===== src/rtl/dps_irq_pkg.sv =====
// Shared types for the DPS IRQ scheduler: FSM encoding, level constants, config entry.
package dps_irq_pkg;

    typedef enum logic [1:0] {
        IDLE = 2'd0,
        REQ  = 2'd1,
        GAP  = 2'd2
    } state_t;

    localparam logic [1:0] LEVEL_MIN = 2'd0;
    localparam logic [1:0] LEVEL_MAX = 2'd3;

    typedef struct packed {
        logic       valid;
        logic       mask;
        logic [1:0] level;
    } cfg_entry_t;

endpackage


===== src/rtl/dps_irq_scheduler_if.sv =====
// Config, source and core-side signals of the DPS IRQ scheduler.
// master = DPS/sources/core side, slave = the scheduler.
interface dps_irq_scheduler_if #(
    parameter int P_SRC_N = 4,
    parameter int P_SRC_W = 2
);
    logic               iCFG_REQ;
    logic [P_SRC_W-1:0] iCFG_ENTRY;
    logic               iCFG_MASK;
    logic               iCFG_VALID;
    logic [1:0]         iCFG_LEVEL;
    logic [P_SRC_N-1:0] iSRC_IRQ;
    logic [P_SRC_N-1:0] oSRC_ACK;
    logic               oIRQ_VALID;
    logic [P_SRC_W-1:0] oIRQ_NUM;
    logic [1:0]         oIRQ_LEVEL;
    logic               iIRQ_ACK;
    logic               oIRQ_PENDING;

    modport master (
        output iCFG_REQ, iCFG_ENTRY, iCFG_MASK, iCFG_VALID, iCFG_LEVEL, iSRC_IRQ, iIRQ_ACK,
        input  oSRC_ACK, oIRQ_VALID, oIRQ_NUM, oIRQ_LEVEL, oIRQ_PENDING
    );

    modport slave (
        input  iCFG_REQ, iCFG_ENTRY, iCFG_MASK, iCFG_VALID, iCFG_LEVEL, iSRC_IRQ, iIRQ_ACK,
        output oSRC_ACK, oIRQ_VALID, oIRQ_NUM, oIRQ_LEVEL, oIRQ_PENDING
    );
endinterface


===== src/rtl/dps_irq_sched_select.sv =====
// Combinational picker: highest eff level among eligible sources, ties resolved by
// scanning upward from rr_ptr with wrap (rr_ptr tied to 0 gives lowest-index-wins).
module dps_irq_sched_select #(
    parameter int P_SRC_N = 4,
    parameter int P_SRC_W = 2
) (
    input  logic [P_SRC_N-1:0]      eligible,
    input  logic [P_SRC_N-1:0][1:0] eff,
    input  logic [P_SRC_W-1:0]      rr_ptr,
    output logic [P_SRC_W-1:0]      sel,
    output logic                    found
);
    logic [1:0]         best;
    logic [P_SRC_W-1:0] idx;

    always_comb begin
        best  = 2'd0;
        found = 1'b0;
        sel   = '0;
        idx   = '0;
        for (int n = 0; n < P_SRC_N; n++) begin
            if (eligible[n] && (eff[n] > best)) best = eff[n];
        end
        for (int k = 0; k < P_SRC_N; k++) begin
            idx = P_SRC_W'((int'(rr_ptr) + k) % P_SRC_N);
            if (!found && eligible[idx] && (eff[idx] == best)) begin
                found = 1'b1;
                sel   = idx;
            end
        end
    end
endmodule


===== src/rtl/dps_irq_scheduler.sv =====
// Prioritising IRQ scheduler: config table, IDLE/REQ/GAP grant FSM toward the core.
// Optional round-robin tie-break: define MIST1032ISA_IRQ_SCHED_ROUND_ROBIN_EN.
module dps_irq_scheduler
    import dps_irq_pkg::*;
#(
    parameter int P_SRC_N = 4,
    parameter int P_SRC_W = 2
) (
    input  logic               iCLOCK,
    input  logic               iRESET,
    dps_irq_scheduler_if.slave bus
);
    cfg_entry_t [P_SRC_N-1:0] tbl;
    logic [P_SRC_N-1:0]       eligible;
    logic [P_SRC_N-1:0][1:0]  eff;
    logic [P_SRC_W-1:0]       sel;
    logic                     found;
    logic [P_SRC_W-1:0]       rr_ptr;
    logic [P_SRC_W-1:0]       irq_num;
    logic [1:0]               irq_level;
    state_t                   state, state_nxt;

    // Out-of-range entries are dropped so a narrow table never aliases a write.
    always_ff @(posedge iCLOCK or posedge iRESET) begin
        if (iRESET) begin
            tbl <= '0;
        end else if (bus.iCFG_REQ && (int'(bus.iCFG_ENTRY) < P_SRC_N)) begin
            tbl[bus.iCFG_ENTRY] <= '{valid: bus.iCFG_VALID, mask: bus.iCFG_MASK,
                                     level: bus.iCFG_LEVEL};
        end
    end

    // Unconfigured entries pass through at the lowest level.
    always_comb begin
        for (int n = 0; n < P_SRC_N; n++) begin
            eligible[n] = bus.iSRC_IRQ[n] && (!tbl[n].valid || tbl[n].mask);
            eff[n]      = tbl[n].valid ? tbl[n].level : LEVEL_MIN;
        end
    end

    dps_irq_sched_select #(
        .P_SRC_N (P_SRC_N),
        .P_SRC_W (P_SRC_W)
    ) u_select (
        .eligible (eligible),
        .eff      (eff),
        .rr_ptr   (rr_ptr),
        .sel      (sel),
        .found    (found)
    );

`ifdef MIST1032ISA_IRQ_SCHED_ROUND_ROBIN_EN
    always_ff @(posedge iCLOCK or posedge iRESET) begin
        if (iRESET) begin
            rr_ptr <= '0;
        end else if (state == GAP) begin
            rr_ptr <= (int'(irq_num) == P_SRC_N - 1) ? '0 : irq_num + P_SRC_W'(1);
        end
    end
`else
    assign rr_ptr = '0;
`endif

    always_ff @(posedge iCLOCK or posedge iRESET) begin
        if (iRESET) state <= IDLE;
        else        state <= state_nxt;
    end

    always_comb begin
        state_nxt = state;
        case (state)
            IDLE:    if (found)        state_nxt = REQ;
            REQ:     if (bus.iIRQ_ACK) state_nxt = GAP;
            GAP:                       state_nxt = IDLE;
            default:                   state_nxt = IDLE;
        endcase
    end

    // Granted index/level held through REQ and kept afterwards until the next grant.
    always_ff @(posedge iCLOCK or posedge iRESET) begin
        if (iRESET) begin
            irq_num   <= '0;
            irq_level <= LEVEL_MIN;
        end else if ((state == IDLE) && found) begin
            irq_num   <= sel;
            irq_level <= eff[sel];
        end
    end

    always_comb begin
        bus.oSRC_ACK     = '0;
        bus.oIRQ_VALID   = 1'b0;
        bus.oIRQ_PENDING = 1'b0;
        case (state)
            IDLE: if (found && !iRESET) bus.oSRC_ACK[sel] = 1'b1;
            REQ: begin
                bus.oIRQ_VALID   = 1'b1;
                bus.oIRQ_PENDING = |eligible;
            end
            GAP:     bus.oIRQ_PENDING = |eligible;
            default: ;
        endcase
    end

    assign bus.oIRQ_NUM   = irq_num;
    assign bus.oIRQ_LEVEL = irq_level;

endmodule

===== src/flat_wrapper.sv =====
// flat-port wrapper written by rule: the top's interface ports become plain ports
module dps_irq_scheduler_flat import dps_irq_pkg::*;
#(
    parameter int P_SRC_N = 4,
    parameter int P_SRC_W = 2
)
  (iCLOCK, iRESET, bus_iCFG_REQ, bus_iCFG_ENTRY, bus_iCFG_MASK, bus_iCFG_VALID, bus_iCFG_LEVEL, bus_iSRC_IRQ, bus_iIRQ_ACK, bus_oSRC_ACK, bus_oIRQ_VALID, bus_oIRQ_NUM, bus_oIRQ_LEVEL, bus_oIRQ_PENDING);
  dps_irq_scheduler_if #(.P_SRC_N(P_SRC_N), .P_SRC_W(P_SRC_W)) bus_i ();
  input  logic iCLOCK;
  input  logic iRESET;
  input wire logic [$bits(bus_i.iCFG_REQ)-1:0] bus_iCFG_REQ;
  input wire logic [$bits(bus_i.iCFG_ENTRY)-1:0] bus_iCFG_ENTRY;
  input wire logic [$bits(bus_i.iCFG_MASK)-1:0] bus_iCFG_MASK;
  input wire logic [$bits(bus_i.iCFG_VALID)-1:0] bus_iCFG_VALID;
  input wire logic [$bits(bus_i.iCFG_LEVEL)-1:0] bus_iCFG_LEVEL;
  input wire logic [$bits(bus_i.iSRC_IRQ)-1:0] bus_iSRC_IRQ;
  input wire logic [$bits(bus_i.iIRQ_ACK)-1:0] bus_iIRQ_ACK;
  output wire logic [$bits(bus_i.oSRC_ACK)-1:0] bus_oSRC_ACK;
  output wire logic [$bits(bus_i.oIRQ_VALID)-1:0] bus_oIRQ_VALID;
  output wire logic [$bits(bus_i.oIRQ_NUM)-1:0] bus_oIRQ_NUM;
  output wire logic [$bits(bus_i.oIRQ_LEVEL)-1:0] bus_oIRQ_LEVEL;
  output wire logic [$bits(bus_i.oIRQ_PENDING)-1:0] bus_oIRQ_PENDING;
  assign bus_i.iCFG_REQ = bus_iCFG_REQ;
  assign bus_i.iCFG_ENTRY = bus_iCFG_ENTRY;
  assign bus_i.iCFG_MASK = bus_iCFG_MASK;
  assign bus_i.iCFG_VALID = bus_iCFG_VALID;
  assign bus_i.iCFG_LEVEL = bus_iCFG_LEVEL;
  assign bus_i.iSRC_IRQ = bus_iSRC_IRQ;
  assign bus_i.iIRQ_ACK = bus_iIRQ_ACK;
  assign bus_oSRC_ACK = bus_i.oSRC_ACK;
  assign bus_oIRQ_VALID = bus_i.oIRQ_VALID;
  assign bus_oIRQ_NUM = bus_i.oIRQ_NUM;
  assign bus_oIRQ_LEVEL = bus_i.oIRQ_LEVEL;
  assign bus_oIRQ_PENDING = bus_i.oIRQ_PENDING;
  dps_irq_scheduler #(.P_SRC_N(P_SRC_N), .P_SRC_W(P_SRC_W)) u_core (.iCLOCK(iCLOCK), .iRESET(iRESET), .bus(bus_i));
endmodule

===== config.mk =====
export PLATFORM = sky130hd
export DESIGN_NAME = dps_irq_scheduler_flat
export DESIGN_NICKNAME = d
export VERILOG_FILES = /design/src/rtl/dps_irq_pkg.sv /design/src/rtl/dps_irq_scheduler_if.sv /design/src/rtl/dps_irq_sched_select.sv /design/src/rtl/dps_irq_scheduler.sv /design/src/flat_wrapper.sv
export SDC_FILE = /design/constraint.sdc
export NUM_CORES = 1
export LEC_CHECK = 0
export BUFFER_PORTS_ARGS = -buffer_cell sky130_fd_sc_hd__buf_4
export CORE_UTILIZATION = 41
export DETAILED_ROUTE_END_ITERATION = 10
export PLACE_DENSITY = 0.69
export SLEW_MARGIN = 15
export SYNTH_ARGS = -nofsm -noshare
export SYNTH_HDL_FRONTEND = slang
export SYNTH_SLANG_ARGS = --single-unit
export TNS_END_PERCENT = 50

===== constraint.sdc =====
create_clock -name iCLOCK -period 10.2 [get_ports iCLOCK]
set_input_delay 1.02 -clock iCLOCK [delete_from_list [all_inputs] [get_ports iCLOCK]]
set_output_delay 1.02 -clock iCLOCK [all_outputs]
set_load 0.01 [all_outputs]

# [Word level (Yosys, flattened, before mapping)]
# Index checks and enable logic that the tools add are counted.
[classes] eq_ne=8 mux=29 n_reduce_logical=35 order_cmp=8
[ops] operator="two-way mux 2 bit" count=13
[ops] operator="logical AND 1 bit" count=19
[ops] operator="bitwise mux 16 bit" count=1
[ops] operator="two-way mux 4 bit" count=3
[ops] operator="demux 4 bit (select 2 bit)" count=1
[ops] operator="== test 2 bit" count=4
[ops] operator="logical NOT 1 bit" count=8
[ops] operator="two-way mux 1 bit" count=8
[ops] operator="> comparator 2 bit" count=3
[ops] operator="< comparator 2 x 3 -> 1 bit (second input constant)" count=2
[ops] operator="binary-select mux 2 bit (select 2 bit)" count=1
[ops] operator="greater-or-equal comparator 2 x 1 -> 1 bit (second input constant)" count=2
[ops] operator="logical OR 1 bit" count=4
[ops] operator="one-hot mux 2 bit (2 select lines)" count=1
[ops] operator="OR reduction 4 bit" count=1
[ops] operator="demux 1 bit (select 2 bit)" count=1
[ops] operator="== test 2 x 1 -> 1 bit (second input constant)" count=1
[ops] operator="== test 2 bit (second input constant)" count=1
[ops] operator="> comparator 2 x 1 -> 1 bit (second input constant)" count=1
[ops] operator="logical NOT 2 bit" count=1
[ops] operator="!= test 2 x 1 -> 1 bit (second input constant)" count=1
[ops] operator="!= test 2 bit (second input constant)" count=1
[ops] operator="AND reduction 2 bit" count=1
[ops] operator="OR reduction 2 bit" count=1
[word_totals] reg_bits=22 elab_cells=95

# [Logic depth before layout (Yosys ltp)]
# Gate-level depths: netlist of the first run.
[depth] word_depth=35 ltp_mapped=24

# [Cells and area by module]
# From an unflattened synthesis of the first run, not the netlist that was laid out.
[hier_totals] cells_unflattened=208 area_unflattened_um2=1951.9
[modules_own_cells] mod="dps_irq_scheduler" n_inst=1 area_per_inst_um2=1122.3 cells_each=99
[modules_own_cells] mod="dps_irq_sched_select" n_inst=1 area_per_inst_um2=829.5 cells_each=109

# [Worst setup path after synthesis of the first run]
# No wires, ideal clock.
[synth_path] path_type="in2out" from="input port bus_iSRC_IRQ[0]" to="output port bus_oSRC_ACK[3]" t_arrival_ns=5.905 cell_stages=22 slack_ns=3.275 path_buffers=0 cell_sequence="nand4_1 -> ha_1 -> nor2b_2 -> o2111ai_1 -> mux2i_1 -> inv_1 -> ha_1 -> nor2b_1 -> o2111a_2 -> a2111o_1 -> and2_2 -> inv_1 -> ha_1 -> nand2_1 -> o2111ai_1 -> a21oi_1 -> a31oi_4 -> and4b_2 -> o31a_1 -> o221ai_1 -> nand3_1 -> nor4b_1"
[synth_between] elab_chain_len=33
[synth_lines] element="from (decl)" line="flat_wrapper.sv:16" source="input wire logic [$bits(bus_i.iSRC_IRQ)-1:0] bus_iSRC_IRQ;"
[synth_lines] element="logical AND 1 bit (*)" line="dps_irq_scheduler.sv:36" source="eligible[n] = bus.iSRC_IRQ[n] && (!tbl[n].valid || tbl[n].mask);"
[synth_lines] element="logical AND 1 bit" line="dps_irq_sched_select.sv:22" source="if (eligible[n] && (eff[n] > best)) best = eff[n];"
[synth_lines] element="two-way mux 2 bit" line="dps_irq_sched_select.sv:22"
[synth_lines] element="> comparator 2 bit" line="dps_irq_sched_select.sv:22"
[synth_lines] element="logical AND 1 bit" line="dps_irq_sched_select.sv:22"
[synth_lines] element="two-way mux 2 bit" line="dps_irq_sched_select.sv:22"
[synth_lines] element="> comparator 2 bit" line="dps_irq_sched_select.sv:22"
[synth_lines] element="logical AND 1 bit" line="dps_irq_sched_select.sv:22"
[synth_lines] element="(+16 left out)"
[synth_lines] element="logical AND 1 bit (2 in a row)" line="dps_irq_sched_select.sv:26" source="if (!found && eligible[idx] && (eff[idx] == best)) begin"
[synth_lines] element="two-way mux 2 bit" line="dps_irq_sched_select.sv:26"
[synth_lines] element="< comparator 2 x 3 -> 1 bit (not written as such) or greater-or-equal comparator 2 x 1 -> 1 bit (tied branches)" line="dps_irq_scheduler.sv:95" source="IDLE: if (found && !iRESET) bus.oSRC_ACK[sel] = 1'b1;"
[synth_lines] element="logical AND 1 bit (not written as such)" line="dps_irq_scheduler.sv:95"
[synth_lines] element="two-way mux 1 bit (not written as such)" line="dps_irq_scheduler.sv:95"
[synth_lines] element="demux 1 bit (select 2 bit)"
[synth_lines] element="two-way mux 4 bit (*)" line="dps_irq_scheduler.sv:95"
[synth_lines] element="two-way mux 4 bit (*)" line="dps_irq_scheduler.sv:94" source="case (state)"
[synth_lines] element="to (decl)" line="flat_wrapper.sv:18" source="output wire logic [$bits(bus_i.oSRC_ACK)-1:0] bus_oSRC_ACK;"
# Mark *: on every way between the ends. The rest lies on a longest branch, timed or not.

# [Worst setup path after layout of the first run]
# Same ends and word-level chain as after synthesis.

==> results of run 1 <==
## cell usage in the layout, fill, tap and decap left out, types with 3 or more instances in the layout
cell,count
xnor2_1,3
nand2b_1,4
mux2_2,16
nand3_1,6
nor3_1,4
nand2_1,17
inv_1,11
dfrtp_1,22
buf_4,23
clkbuf_8,3
mux2i_1,5
a21oi_1,7
xor2_1,3
nor2_1,7
o21ai_0,3
ha_1,8
## per-stage QoR
step | total power [mW] | util | cell area (um^2)
finish | 0.422 | 0.503 | 1870
floorplan | 0.300 | - | 1610
global placement | 0.356 | 0.492 | 1830
global route | 0.459 | 0.503 | 1870
CTS | 0.422 | 0.503 | 1870
detailed placement | 0.368 | 0.492 | 1830
## worst max-delay path, cell delays in order
cell and delay (ns):
buf_4 0.11, nand4_1 0.14, ha_1 0.31, nor2b_2 0.17, o2111ai_1 0.31, mux2i_1 0.39
inv_1 0.08, ha_1 0.29, nor2b_1 0.14, o2111a_2 0.29, a2111o_1 0.35, and2_2 0.22
inv_1 0.07, ha_1 0.24, nand2_1 0.08, o2111ai_1 0.27, a21oi_1 0.32, a31oi_4 0.10
and4b_2 0.30, o31a_1 0.30, o221ai_1 0.41, nand3_1 0.19, nor4b_1 0.32, buf_4 0.18
## power groups by stage
stage,combinational (mW),sequential (mW),clock [mW]
CTS,0.236,0.131,0.0555
detailed placement,0.235,0.133,0
finish,0.236,0.131,0.0546
floorplan,0.171,0.129,0
global route,0.264,0.135,0.0597
global placement,0.226,0.131,0
## logic make-up (layout without fill, tap and decap cells)
| kind of cell | after synthesis | after routing | share of synthesized area |
|---|---|---|---|
| fa+ha+maj | 8 | 8 | 0.0622 |
| simple gates | 61 | 61 | 0.211 |
| mux | 21 | 21 | 0.143 |
| compound gates | 35 | 35 | 0.172 |
| xor+xnor | 6 | 6 | 0.0326 |
| flops | 22 | 22 | 0.342 |
| buf+inv | 14 | 38 | 0.0373 |
## layer usage
metal,share of wire,GRT usage
met1,0.45,0.238
met2,0.49,0.341
met3,0.041,0.0317
met4,0.016,0.0639
met5,0,0
## registers in the layout, summed over array words and instances (netlist names)
name / cells
u_core.bus.oIRQ_LEVEL: 2
u_core.bus.oIRQ_NUM: 2
u_core.state: 2
u_core.tbl: 16
## area by class of cell
cell class	instances	area, um^2	share of cell area
Multi-Input combinational cell	131	1000	0.535
Sequential cell	22	551	0.295
Timing Repair Buffer	23	173	0.0924
Tap cell	48	60.1	0.0321
Inverter	12	45.0	0.0241
Clock buffer	3	41.3	0.0221
## worst min path at each step
stage,slack (ns),cells past startpoint,endpoint,from
3_3_place_gp,0.48,1,u_core.tbl[9]$_DFFE_PP0P_,u_core.tbl[9]$_DFFE_PP0P_
3_5_place_dp,0.49,1,u_core.bus.oIRQ_LEVEL[0]$_DFFE_PP0P_,u_core.bus.oIRQ_LEVEL[0]$_DFFE_PP0P_
2_1_floorplan,0.47,1,u_core.tbl[14]$_DFFE_PP0P_,u_core.tbl[14]$_DFFE_PP0P_
4_1_cts,0.51,1,u_core.tbl[9]$_DFFE_PP0P_,u_core.tbl[9]$_DFFE_PP0P_
5_1_grt,0.54,1,u_core.tbl[9]$_DFFE_PP0P_,u_core.tbl[9]$_DFFE_PP0P_
6_report,0.51,1,u_core.bus.oIRQ_LEVEL[0]$_DFFE_PP0P_,u_core.bus.oIRQ_LEVEL[0]$_DFFE_PP0P_
## cell usage after synthesis, types with 2 or more instances
master / number
a2111o_1: 2
a21oi_1: 7
a22oi_1: 2
a2bb2oi_1: 2
a31oi_1: 2
and2_1: 2
and3_1: 2
dfrtp_1: 22
ha_1: 8
inv_1: 11
mux2_2: 16
mux2i_1: 5
nand2_1: 17
nand2b_1: 4
nand3_1: 6
nand3b_1: 2
nand4_1: 2
nor2_1: 7
nor2b_1: 2
nor3_1: 4
nor3b_1: 2
o2111ai_1: 2
o211ai_1: 2
o21ai_0: 3
o31ai_1: 2
o41ai_1: 2
or2b_1: 2
xnor2_1: 3
xor2_1: 3
==> metrics.md, run 1 <==
| Metric | Value |
|---|---|
| Outcome | finished, final reports clean |
| Endpoint type of the worst setup path | primary output |
| GR Util All Layers | 0.193 |
| RSZ-0062 raised after global routing | no |
| H-tree depth | 1 |
| Yosys top cell area share | 0.342 |
| Reg2reg setup slack | between 4 and 5 ns |
| # DRC | 0 |
| Synth warn | 0 |
| Syn nets | approximately 190 |
| Die area | 4180 um^2 |
| Maximum clock path buffer count | 2 |
| Worst EP required | approximately 9.2 ns |
| Slew @ Worst Pin | roughly 0.86 ns |
| Detail Route Antenna Nets | 0 |
| Netlist cell types | 50 |
| PostCTS Resize Cnt | 0 |
| Mean Syn Cell Area | between 9 and 10 um^2 |
| First-pass GRT wire length | roughly 6300 um |
| Switch Pwr | ~0.18 mW |
| Sequential Power Share | 0.310 |
| Maximum vdd drop | about 0.083 mV |
| Fin crit period | ~7.6 ns |
| Crit path DAT | about 6.6 ns |
| Post-CTS Setup Inserts | 0 |
| Final Max Slew Viols | 0 |
| LEAKAGE | roughly 0.85 nW |
| Area leader, netlist | dfrtp_1 |
| Placed cells | between 200 and 250 |
| CP Max Fanout | 7 |
| Setup TNS | 0 ns |
| Grt ovf | 0 |
| R2R depth | 22 |
| Clock slew at reported path FFs | about 0.07 ns |
| R2r startpoint | u_core.tbl[3]$_DFFE_PP0P_ |
| Ratio of cells with drive above 1 in the final layout | 0.262 |
| Largest net degree at the start of global routing | 24 |
| Max cap viols | 0 |
| Critical path startpoint | bus_iSRC_IRQ[0] |
| ANT cells | 0 |
| CTS Buf Count | 3 |
| HPWL after detailed placement | around 3000 um |
| Critical path class | in -> out |
| Initial DRT Pass Iterations | 5 |
| # hold bufs at CTS | 0 |
| Starting DRT DRC Count | 34 |
| Largest cells by area after synthesis | dfrtp_1 34%, mux2_2 11%, ha_1 6.2% |
| Post-Syn Area | 1610 um^2 |
| Worst hold path type | reg -> reg |
| Core area | 3720 um^2 |
| Hold slack | between 0.5 and 0.6 ns |
| CTS tree | done |
| Die Wd | between 60 and 70 um |
| Number of global-route vias before repair | approximately 1,400 |
| I/O Buffers | 23 |
| WL final | approximately 3700 um |
| Clock Power Share | 0.129 |
| Layout Area Growth over Synthesis | 16.1% |
| Main flop type after synthesis | dfrtp_1 |
| Io pins | 24 |
| Root Driver | clkbuf_8 |
| WL per Instance | 15.4 um |
| Worst Setup EP | bus_oSRC_ACK[3] |
| Initial antenna violation count | 0 |
| Pint | between 0.2 and 0.25 mW |
| Gpl congestion | between 0.8 and 0.9 |
| Switching share of power | 0.420 |
| Fin cells | ~240 |
| Worst R2R End | u_core.bus.oIRQ_LEVEL[1]$_DFFE_PP0P_ |
| # fillers | about 360 |
| EDFF count, synth | 0 |
| DR vias/cell | about 5.7 |
| Fraction of registers with async set/reset | 1.00 |
| # setup viols final | 0 |
| Fin nets | approximately 220 |
| Sequential share of the synthesized area | 0.342 |
| Die Span Y | 64.7 um |
| PnR worst setup slack | roughly 2.6 ns |
| Post-Syn Instances | 167 |
| Synthesized flop and latch total | 22 |
| Initial core utilization | 0.433 |
| Clock Skew | a little over 0.01 ns |
| Max Freq | between 100 and 150 MHz |
| Cell Pwr Density | 226 nW/um^2 |
| Crit path launch type | input pin |
| Worst-Skew Late Latency | 0.27 ns |
| Final period utilization | 0.747 |
| # rows | 22 |
| Final Hold Viols | 0 |
| Clk sinks | 22 |
| Max_slew headroom | 0.427 |
| Setup WS pre-CTS | approximately 2.6 ns |
| Vias | about 1,400 |
| Combinational share of power | 0.560 |
(Power assumes the default switching activity.)
==> run 2: changes to the inputs <==
- PLACE_DENSITY: 0.69 -> 0.71
- clock period: 10.2 -> 6.2 ns (I/O delays scaled with it)
==> metrics.md, run 2 (synthesis gave the netlist of run 1 again) <==
| Metric | Value |
|---|---|
| Final Hold Viols | 0 |
| Gr busiest metal | met2 |
| Maximum clock path buffer count | 2 |
| Final period utilization | 0.951 |
| Maximum vdd drop | approximately 0.21 mV |
| Root Driver | clkbuf_8 |
| Max_slew headroom | 0.392 |
| # setup viols final | 0 |
| Clock Skew | 0.00218 ns |
| H-tree depth | 1 |
| Largest register by flop count | u_core.tbl |
| Layout Area Growth over Synthesis | 27.3% |
| Cell Pwr Density | roughly 390 nW/um^2 |
| Number of global-route vias before repair | 1,327 |
| Clk sinks | 22 |
| HPWL after detailed placement | between 2000 and 3000 um |
| I/O Buffers | 23 |
| CP Max Fanout | 6 |
| Critical path class | reg -> out |
| # rows | 22 |
| Gpl congestion | 0.910 |
| Clock slew at reported path FFs | ~0.080 ns |
| WL per Instance | 14.3 um |
| Initial core utilization | 0.433 |
| Grt ovf | 0 |
| Fin crit period | about 5.9 ns |
| Max stage delay cell, worst path | dfrtp_2 |
| Detail Route Antenna Nets | 0 |
| CTS Buf Count | 3 |
| Pint | 0.487 mW |
| Worst-Skew Late Latency | roughly 0.27 ns |
| Vias | roughly 1,400 |
| Final Max Slew Viols | 0 |
| Die Wd | about 65 um |
| Combinational share of power | 0.556 |
| First-pass GRT wire length | around 6000 um |
| Area occupied by multi-input gates | 1040 um^2 |
| Met2 usage | 0.326 |
| Starting DRT DRC Count | 70 |
| Placed cells | 244 |
| Ratio of cells with drive above 1 in the final layout | 0.364 |
| # fillers | ~360 |
| Max incr delay on CP | roughly 0.45 ns |
| Clock Power Share | 0.173 |
| Core area | 3720 um^2 |
| Most frequent cells in the layout | 37 x buf_4, 19 x dfrtp_1, 16 x mux2_2, 16 x nand2_1, 11 x inv_1 |
| # DRC | 0 |
| Fin nets | ~230 |
| CTS tree | done |
| Worst hold path type | reg -> reg |
| Largest register FFs | 16 |
| Slew @ Worst Pin | around 0.9 ns |
| Outcome | finished, final reports clean |
| Die area | 4180 um^2 |
| Max Freq | 170 MHz |
| Commonest non-fill, non-tap cell in the layout | buf_4 |
| LEAKAGE | just over 0.9 nW |
| Endpoint type of the worst setup path | primary output |
| Switch Pwr | just over 0.3 mW |
| Io pins | 24 |
| Max cap viols | 0 |
| Switching share of power | 0.386 |
| Initial DRT Pass Iterations | 4 |
| # hold bufs at CTS | 0 |
| Sequential Power Share | 0.271 |
| Met1 Use GR | 0.240 |
| DR vias/cell | 5.48 |
| WL final | between 3000 and 4000 um |
| Fin cells | between 200 and 300 |
| Die Span Y | 64.7 um |
| Crit path DAT | roughly 5.3 ns |
| Setup TNS | 0 ns |
| Crit path launch type | flop |
| Initial antenna violation count | 0 |
| Largest net degree at the start of global routing | 24 |
| ANT cells | 0 |
| Met3 Track Usage GR | 0.0387 |
| GR Util All Layers | 0.189 |
| Worst EP required | 5.58 ns |
| Register area | around 550 um^2 |
[run 2: cell count changes in the layout (fill, tap and decap cells not counted), sizes merged]
cell	before	now
buf	23	37
bufinv	0	1
[run 2: stage by stage]
stage	utilization	instance area [um^2]	total power, mW	hold slack, ns	worst slack [ns]
after detailed placement	0.508	1890	0.627	0.494	0.153
after CTS	0.527	1960	0.766	0.515	0.0476
after global routing	0.552	2050	0.858	0.531	-0.0158
final	0.552	2050	0.794	0.519	0.305
after floorplan	-	1610	0.494	0.470	0.0751
after global placement	0.508	1890	0.620	0.483	0.214
[run 2: area by class of cell]
type                    count  share of cell area
clock inverters             1              0.0147
clock buffers               3              0.0201
well taps                  48              0.0293
repair buffers             37               0.136
multi-input cells         131               0.508
flip-flops and latches     22               0.270
inverters                  12              0.0220
[run 2: path summary, 6_finish.rpt]
kind	start	to	slack, ns	depth (start not counted)
max in group asynchronous	iRESET	u_core.tbl[7]$_DFFE_PP0P_	5.03	2
hold reg to reg	u_core.tbl[9]$_DFFE_PP0P_	u_core.tbl[9]$_DFFE_PP0P_	0.52	1
hold / removal	u_core.tbl[9]$_DFFE_PP0P_	u_core.tbl[9]$_DFFE_PP0P_	0.52	1
setup / recovery	u_core.tbl[7]$_DFFE_PP0P_	bus_oSRC_ACK[3]	0.31	25
min in group asynchronous	iRESET	u_core.bus.oIRQ_LEVEL[1]$_DFFE_PP0P_	0.55	2
setup reg to reg	u_core.tbl[7]$_DFFE_PP0P_	u_core.bus.oIRQ_LEVEL[1]$_DFFE_PP0P_	0.96	23
[run 2: repair_timing]
item,CTS,global route
endpoints found under the setup margin,0,4
hold endpoints to repair,0,0
gates resized for setup,0,11
buffers inserted,0,6
[run 2: power groups by stage]
stage | clock, mW | combinational (mW) | sequential [mW]
after floorplan | 0 | 0.281 | 0.213
after CTS | 0.140 | 0.412 | 0.214
after global routing | 0.144 | 0.493 | 0.221
after detailed placement | 0 | 0.410 | 0.217
after global placement | 0 | 0.405 | 0.215
final | 0.138 | 0.441 | 0.215
[run 2: metal layers]
| layer | wire (um) | up-vias |
|---|---|---|
| met2 | 1720 | 36 |
| met1 | 1710 | 644 |
| met5 | 0 | - |
| met4 | 74 | 0 |
| met3 | 133 | 8 |
| li1 | - | 704 |
[run 2: worst max-delay path, delay by kind of cell (launching register included)]
kind / cells / cell delay [ns]
buffers and inverters: 6 / 0.66
DFF: 1 / 0.45
and+or+nand+nor: 8 / 1.17
AOI/OAI and AO/OA: 7 / 1.66
adders and majority gates: 3 / 0.79
muxes: 1 / 0.25
